**config.mk**
```make
export PLATFORM = sky130hd
export DESIGN_NAME = core_reset_ctrl_flat
export DESIGN_NICKNAME = d
export VERILOG_FILES = /design/src/rtl/core_reset_ctrl_if.sv /design/src/rtl/core_reset_ctrl.sv /design/src/flat_wrapper.sv
export SDC_FILE = /design/constraint.sdc
export NUM_CORES = 1
export LEC_CHECK = 0
export BUFFER_PORTS_ARGS = -buffer_cell sky130_fd_sc_hd__buf_2
export CORE_ASPECT_RATIO = 1.25
export CORE_MARGIN = 1.5
export CORE_UTILIZATION = 40
export CTS_BUF_LIST = sky130_fd_sc_hd__clkbuf_8
export DETAILED_ROUTE_END_ITERATION = 8
export MAX_ROUTING_LAYER = met4
export PLACE_DENSITY = 0.68
export REMOVE_ABC_BUFFERS = 1
export SYNTH_ARGS = -nofsm -noshare
export SYNTH_HDL_FRONTEND = slang
export SYNTH_SLANG_ARGS = --single-unit
```
**constraint.sdc**
```tcl
create_clock -name i_clk_25mhz -period 2.3 [get_ports i_clk_25mhz]
set_input_delay 0.23 -clock i_clk_25mhz [delete_from_list [all_inputs] [get_ports i_clk_25mhz]]
set_output_delay 0.23 -clock i_clk_25mhz [all_outputs]
set_load 0.05 [all_outputs]
```
**src/rtl/core_reset_ctrl_if.sv**
```systemverilog
// Reset-request inputs and reset/status outputs of core_reset_ctrl.
// master drives the requests (board/JTAG side), slave is the sequencer.
interface core_reset_ctrl_if;
    logic       i_trstn;
    logic       i_btn_reset;
    logic       i_core_fault;
    logic       o_core_reset;
    logic [1:0] o_reset_cause;
    logic [7:0] o_reset_count;

    modport master (
        output i_trstn, i_btn_reset, i_core_fault,
        input  o_core_reset, o_reset_cause, o_reset_count
    );

    modport slave (
        input  i_trstn, i_btn_reset, i_core_fault,
        output o_core_reset, o_reset_cause, o_reset_count
    );
endinterface

```
**src/rtl/core_reset_ctrl.sv**
```systemverilog
// Core reset sequencer: POR, JTAG TRSTn, debounced button and optional fault restart feed one registered core reset.
// Optional feature macro: FAULT_RESTART_EN (restart the core after FAULT_CYCLES consecutive i_core_fault cycles).
//
// state | meaning
// HOLD  | core held in reset; down-counter runs toward release, reloaded while a request persists
// RUN   | core released; any request re-enters HOLD, bumping the count and latching the cause
module core_reset_ctrl #(
    parameter int POR_CYCLES    = 1024,
    parameter int HOLD_CYCLES   = 64,
    parameter int SYNC_STAGES   = 2,
    parameter int FILTER_CYCLES = 16,
    parameter int FAULT_CYCLES  = 4
) (
    input  logic             i_clk_25mhz,
    input  logic             i_resetn,
    core_reset_ctrl_if.slave bus
);
    localparam int CNT_W = (POR_CYCLES > 1) ? $clog2(POR_CYCLES) : 1;
    localparam int FLT_W = $clog2(FILTER_CYCLES + 1);
    localparam logic [CNT_W-1:0] POR_LOAD  = CNT_W'(POR_CYCLES - 1);
    localparam logic [CNT_W-1:0] HOLD_LOAD = CNT_W'(HOLD_CYCLES - 1);
    localparam logic [1:0] CAUSE_POR   = 2'd0;
    localparam logic [1:0] CAUSE_JTAG  = 2'd1;
    localparam logic [1:0] CAUSE_BTN   = 2'd2;
    localparam logic [1:0] CAUSE_FAULT = 2'd3;

    typedef enum logic {HOLD = 1'b0, RUN = 1'b1} state_t;

    state_t                 state_q, state_d;
    logic [CNT_W-1:0]       cnt_q, cnt_d;
    logic [1:0]             cause_q, cause_d;
    logic [7:0]             count_q, count_d;
    logic                   core_reset_q;
    logic [SYNC_STAGES-1:0] trstn_sync_q;
    logic [SYNC_STAGES-1:0] btn_sync_q;
    logic [FLT_W-1:0]       flt_cnt_q;
    logic                   btn_filt_q;
    logic                   jtag_req;
    logic                   btn_req;
    logic                   fault_req;
    logic                   req;

    // Synchronizers idle at the "no request" level so reset release never looks like a request.
    always_ff @(posedge i_clk_25mhz or negedge i_resetn) begin
        if (!i_resetn) begin
            trstn_sync_q <= '1;
            btn_sync_q   <= '0;
        end else begin
            trstn_sync_q <= {trstn_sync_q[SYNC_STAGES-2:0], bus.i_trstn};
            btn_sync_q   <= {btn_sync_q[SYNC_STAGES-2:0], bus.i_btn_reset};
        end
    end

    always_ff @(posedge i_clk_25mhz or negedge i_resetn) begin
        if (!i_resetn) begin
            flt_cnt_q  <= '0;
            btn_filt_q <= 1'b0;
        end else if (btn_sync_q[SYNC_STAGES-1] == btn_filt_q) begin
            flt_cnt_q <= '0;
        end else if (flt_cnt_q == FLT_W'(FILTER_CYCLES - 1)) begin
            flt_cnt_q  <= '0;
            btn_filt_q <= ~btn_filt_q;
        end else begin
            flt_cnt_q <= flt_cnt_q + FLT_W'(1);
        end
    end

    assign jtag_req = ~trstn_sync_q[SYNC_STAGES-1];
    assign btn_req  = btn_filt_q;

`ifdef FAULT_RESTART_EN
    localparam int FC_W = $clog2(FAULT_CYCLES + 1);
    logic [FC_W-1:0] fault_cnt_q;

    assign fault_req = (state_q == RUN) && bus.i_core_fault &&
                       (fault_cnt_q == FC_W'(FAULT_CYCLES - 1));

    always_ff @(posedge i_clk_25mhz or negedge i_resetn) begin
        if (!i_resetn) begin
            fault_cnt_q <= '0;
        end else if (state_q != RUN || !bus.i_core_fault || fault_req) begin
            fault_cnt_q <= '0;
        end else begin
            fault_cnt_q <= fault_cnt_q + FC_W'(1);
        end
    end
`else
    logic unused_core_fault;
    assign unused_core_fault = bus.i_core_fault;
    assign fault_req         = 1'b0;
`endif

    assign req = jtag_req | btn_req | fault_req;

    always_ff @(posedge i_clk_25mhz or negedge i_resetn) begin
        if (!i_resetn) begin
            state_q      <= HOLD;
            cnt_q        <= POR_LOAD;
            cause_q      <= CAUSE_POR;
            count_q      <= '0;
            core_reset_q <= 1'b1;
        end else begin
            state_q      <= state_d;
            cnt_q        <= cnt_d;
            cause_q      <= cause_d;
            count_q      <= count_d;
            core_reset_q <= (state_d == HOLD);
        end
    end

    always_comb begin
        state_d = state_q;
        cnt_d   = cnt_q;
        cause_d = cause_q;
        count_d = count_q;
        unique case (state_q)
            RUN: begin
                if (req) begin
                    state_d = HOLD;
                    cnt_d   = HOLD_LOAD;
                    if (count_q != 8'hFF) count_d = count_q + 8'd1;
                    if (jtag_req)     cause_d = CAUSE_JTAG;
                    else if (btn_req) cause_d = CAUSE_BTN;
                    else              cause_d = CAUSE_FAULT;
                end
            end
            HOLD: begin
                // A persisting request keeps the timer topped up, never shortening a longer POR hold.
                if (req) begin
                    if (cnt_q < HOLD_LOAD) cnt_d = HOLD_LOAD;
                end else if (cnt_q != '0) begin
                    cnt_d = cnt_q - CNT_W'(1);
                end else begin
                    state_d = RUN;
                end
            end
            default: state_d = HOLD;
        endcase
    end

    assign bus.o_core_reset  = core_reset_q;
    assign bus.o_reset_cause = cause_q;
    assign bus.o_reset_count = count_q;
endmodule
```
**src/flat_wrapper.sv**
```systemverilog
// flat-port wrapper written by rule: the top's interface ports become plain ports
module core_reset_ctrl_flat 
#(
    parameter int POR_CYCLES    = 1024,
    parameter int HOLD_CYCLES   = 64,
    parameter int SYNC_STAGES   = 2,
    parameter int FILTER_CYCLES = 16,
    parameter int FAULT_CYCLES  = 4
)
  (i_clk_25mhz, i_resetn, bus_i_trstn, bus_i_btn_reset, bus_i_core_fault, bus_o_core_reset, bus_o_reset_cause, bus_o_reset_count);
  core_reset_ctrl_if bus_i ();
  input  logic i_clk_25mhz;
  input  logic i_resetn;
  input wire logic [$bits(bus_i.i_trstn)-1:0] bus_i_trstn;
  input wire logic [$bits(bus_i.i_btn_reset)-1:0] bus_i_btn_reset;
  input wire logic [$bits(bus_i.i_core_fault)-1:0] bus_i_core_fault;
  output wire logic [$bits(bus_i.o_core_reset)-1:0] bus_o_core_reset;
  output wire logic [$bits(bus_i.o_reset_cause)-1:0] bus_o_reset_cause;
  output wire logic [$bits(bus_i.o_reset_count)-1:0] bus_o_reset_count;
  assign bus_i.i_trstn = bus_i_trstn;
  assign bus_i.i_btn_reset = bus_i_btn_reset;
  assign bus_i.i_core_fault = bus_i_core_fault;
  assign bus_o_core_reset = bus_i.o_core_reset;
  assign bus_o_reset_cause = bus_i.o_reset_cause;
  assign bus_o_reset_count = bus_i.o_reset_count;
  core_reset_ctrl #(.POR_CYCLES(POR_CYCLES), .HOLD_CYCLES(HOLD_CYCLES), .SYNC_STAGES(SYNC_STAGES), .FILTER_CYCLES(FILTER_CYCLES), .FAULT_CYCLES(FAULT_CYCLES)) u_core (.i_clk_25mhz(i_clk_25mhz), .i_resetn(i_resetn), .bus(bus_i));
endmodule
```
======== Word-level counts from Yosys, hierarchy flattened ========
Cells that the tools add are included.
storage, ports and cells
  register bits after elaboration ......... 32
  input port bits ......................... 5
  output and inout port bits .............. 11
  logic and storage cells ................. 43
cells by class
  $add $sub $neg .......................... 3
  magnitude comparators ................... 1
  equal/unequal tests ..................... 6
  multiplexer cells ....................... 13
  bitwise gates (word level) .............. 6
  reductions and logical operators ........ 5
operators by type and width
  cell                                                   number
  two-way mux 10 bit                                     4
  one-hot mux 10 bit (2 select lines)                    1
  < comparator 10 x 6 -> 1 bit, second input constant    1
  two-way mux 5 bit                                      2
  nonzero test 10 bit                                    1
  subtractor 10 x 1 -> 10 bit, second input constant     1
  adder 8 x 1 -> 8 bit, second input constant            1
  inequality test 8 bit, second input constant           1
  AND reduction 3 bit                                    2
  adder 5 x 1 -> 5 bit, second input constant            1
  == test 5 x 4 -> 1 bit, second input constant          1
  NOT 1 bit                                              5
  two-way mux 1 bit                                      4
  AND reduction 2 bit                                    2
  inequality test 3 x 1 -> 1 bit, second input constant  1
  inequality test 3 bit, second input constant           1
  two-way mux 2 bit                                      1
  inequality test 2 bit, second input constant           1
  one-hot mux 1 bit (2 select lines)                     1
  == test 1 bit                                          1
  OR 1 bit                                               1

======== Logic depth before layout (Yosys ltp) ========
  word-level depth ........................ 5
  mapped depth ............................ 8
  mapped depth without buffers ............ 7

======== Worst setup path before layout ========
OpenSTA, ideal clock, no wires.
  path kind ............................... register to register
  start point ............................. register u_core.count_q[0], in the netlist u_core.bus.o_reset_count[0]
  end point ............................... register u_core.count_q[5], in the netlist u_core.bus.o_reset_count[5]
  library setup time ...................... 0.141 ns
  arrival time ............................ 1.947 ns
  required time ........................... 2.159 ns
  slack ................................... 0.211 ns
  cell stages (with the launch flop) ...... 7
  path buffers ............................ 0
  clock period less this slack ............ 2.089 ns
  cell sequence ........................... dfrtp_1 ha_1 and3_1 a211oi_2 and4_1 nand3_1 xnor2_1
between the ends
  word-level cells in the longest chain between the ends .. 2
  elaborated cells on any way between the ends .. 3
  classes of those cells .................. add/sub: 1; eq/ne: 1; reduce/logical: 1
RTL lines
  item                                                          line                    RTL
  start, declared                                               core_reset_ctrl.sv:32   logic [7:0] count_q, count_d;
  start signal, assigned                                        core_reset_ctrl.sv:106  count_q <= count_d;
  branches (longest 2 deep; another with adder 8 x 1 -> 8 bit)  --
Parallel ways; which one is timed is not known.
A chain may end at the register's enable or synchronous reset.

======== Final worst setup path ========
  start point ............................. register u_core.cnt_q[0]
  end point ............................... register u_core.cnt_q[9]
between the ends
  word-level cells in the longest chain between the ends .. 4
  elaborated cells on any way between the ends .. 9
  classes of those cells .................. add/sub: 1; order compare: 1; eq/ne: 2; mux: 3; reduce/logical: 2
RTL lines
  item                                 line                    RTL
  start, declared                      core_reset_ctrl.sv:30   logic [CNT_W-1:0] cnt_q, cnt_d;
  start signal, assigned               core_reset_ctrl.sv:104  cnt_q <= cnt_d;
  subtractor 10 x 1 -> 10 bit          core_reset_ctrl.sv:132  cnt_d = cnt_q - CNT_W'(1);
  two-way mux 10 bit                   core_reset_ctrl.sv:131  end else if (cnt_q != '0) begin
  two-way mux 10 bit                   core_reset_ctrl.sv:129  if (req) begin
  one-hot mux 10 bit (2 select lines)  core_reset_ctrl.sv:116  unique case (state_q)
Several ways; a longest one is shown, not always the timed one. The select of a mux whose other input is x is not followed.

==> results.tsv <==
metric	value	unit
fmax	0.465	GHz
post-route-util	0.485	
end_kind	flip-flop	
timing.rr.end	u_core.cnt_q[9]	
wirelength	2810	um
drt_pass1_iterations	4	
syn_avg_cell_area	11.2	um^2
first_global_vias	1115	
clkTransAtPathRegs	0.07	ns
io_pins	16	
fin_hold_ws	-0.0113	ns
grt_remaining_overflow	0	
die_area	4060	um^2
vias	1054	
ctsHoldBuffers	0	
final_nets	161	
synth_edf_count	0	
r2r-start	u_core.cnt_q[0]	
gp_congestion	0.708	
initial_core_util	0.419	
ff2ff_setup_slack	0.15	ns
core_area	3510	um^2
die_h	70.8	um
synth_area_leaders	dfrtp_1 32%, dfstp_2 23%, ha_1 3.4%	
pre_cts_slack	0.169	ns
cts_tree	done	
finalSetupViolCount	0	
dp_cells	184	
violations	negative hold slack	
fin_crit_sh	0.935	
die_x	57.3	um
ys_ff_latch	32	
post_drt_wl_per_cell	14.6	um
fin_skew	0.00637	ns
synth_largest_area_cell	dfrtp_1	
power_density	805	nW/um^2
drc	0	
fin_crit	2.15	ns
cts_buffers	5	
post_cts_resized	0	
ant_nets	0	
drive_gt1_frac	0.314	
rows	24	
finalNonFillerCells	192	
synth.most_common_cell	dfrtp_1	
antenna_found_initial	0	
hold_class	input pin to async pin	
drt_iter0_markers	41	
critPathKind	flip-flop to flip-flop	
p_leak	0.849	nW
cp_data_required_time	2.51	ns
finalSetupTns	0	ns
cts-root-buf	clkbuf_8	
cts_setup_buffers	0	
io_buffers	14	
layout_setup_ws	0.149	ns
async_reset_ff_frac	1.00	
crit_path_start_kind	flip-flop	
rsz0062_at_grt	no	
relSlewSlack	0.529	
cts_max_level	2	
syn-cell-area	1470	um^2
post-dp-hpwl	1970	um
rr_worst_depth	7	
track_usage	0.159	
clkSinkCount	32	
cts_buffer_depth	2	
vias_per_cell	5.49	
outcome	finished with violations	
syn_inst	132	
crit_fanout	5	
grt_max_degree	33	
n_antenna_cell	0	
worstMarginPinSlew	0.706	ns
ys_types	37	
maxSlewViolCount	0	
yosysTopAreaCellShare	0.323	
drv_cap	0	
clk_latency	0.28	ns
ys_top_cells_by_count	19 x dfrtp_1, 13 x dfstp_2, 13 x nand2_1	
ys_seq_area_frac	0.555	
yosys_warnings	0	
hold_violations	6	
synth_ff_type	dfrtp_1	
grt_pass1_wl	4850	um
syn_to_final_growth	15.6	%
arrival	2.36	ns
ir_drop	0.000463	V
==> final cells by class <==
| type | instances | area [um^2] |
|---|---|---|
| Inverter | 7 | 26.3 |
| Timing Repair Buffer | 16 | 85.1 |
| Clock buffer | 5 | 68.8 |
| Sequential cell | 32 | 817 |
| Fill cell | 327 | 1810 |
| Clock inverter | 3 | 42.5 |
| Tap cell | 39 | 48.8 |
| Multi-Input combinational cell | 90 | 614 |
==> worst max-delay path, cell delays in order (launching register included) <==
cell	delay, ns
dfstp_2	0.39
inv_1	0.06
ha_1	0.18
or3b_4	0.40
or3_4	0.39
o31ai_4	0.30
nor3_1	0.10
a211o_1	0.27
==> how the worst max path moves through the flow <==
stage	start	to	slack, ns
after floorplan	u_core.bus.o_reset_count[0]	u_core.bus.o_reset_count[5]	0.21
after global placement	u_core.cnt_q[1]	u_core.cnt_q[9]	0.21
after detailed placement	u_core.cnt_q[0]	u_core.cnt_q[9]	0.17
after CTS	u_core.cnt_q[0]	u_core.cnt_q[9]	0.14
after global routing	u_core.cnt_q[1]	u_core.cnt_q[9]	0.06
final	u_core.cnt_q[0]	u_core.cnt_q[9]	0.15
==> logic make-up (layout without fill, tap and decap cells) <==
group / Yosys count / after routing / synth area share
adders and majority gates: 4 / 4 / 0.0340
and+or+nand+nor: 51 / 51 / 0.186
AOI/OAI and AO/OA: 23 / 23 / 0.122
DFF: 32 / 32 / 0.555
xor gates and xnor gates: 10 / 10 / 0.0595
muxes: 2 / 2 / 0.0153
buffers and inverters: 10 / 31 / 0.0280
==> metrics by stage <==
step | power (mW) | instance area (um^2)
floorplan | 0.789 | 1460
global placement | 0.832 | 1590
global route | 1.44 | 1700
detailed placement | 0.844 | 1590
CTS | 1.38 | 1700
finish | 1.37 | 1700
==> flip-flops by register name, indices dropped and copies added, names as in the netlist <==
signal,flops
u_core.btn_sync_q,2
u_core.bus.o_reset_count,8
u_core.trstn_sync_q,2
u_core.btn_filt_q,1
u_core.cnt_q,10
u_core.bus.o_core_reset,1
u_core.state_q,1
u_core.bus.o_reset_cause,2
u_core.flt_cnt_q,5
==> cell usage in the layout (no fill, tap or decap), types with 3 or more instances in the layout <==
master	instances
xor2_1	5
ha_1	4
nor2_1	8
nand3_1	4
clkbuf_8	5
dfstp_2	13
and2_1	3
o21ai_0	6
buf_2	14
dfrtp_1	19
nand2_1	13
and3_1	5
inv_1	7
a211o_1	3
nor3_1	3
xnor2_1	5
or3_1	4
==> per-layer routing <==
layer	part of all wire	vias to the layer above	GRT usage
li1	-	497	-
met1	0.40	522	0.162
met2	0.54	27	0.289
met3	0.036	8	0.0329
met4	0.022	0	0.0698
met5	0	-	-
==> power by group <==
group	switching (mW)	internal, mW	total, mW	leakage (nW)
Clock	0.214	0.320	0.534	0.0541
Sequential	0.0484	0.634	0.682	0.394
Combinational	0.0889	0.0651	0.154	0.400
Total	0.351	1.02	1.37	0.849
Power figures use the tool's default switching activity.
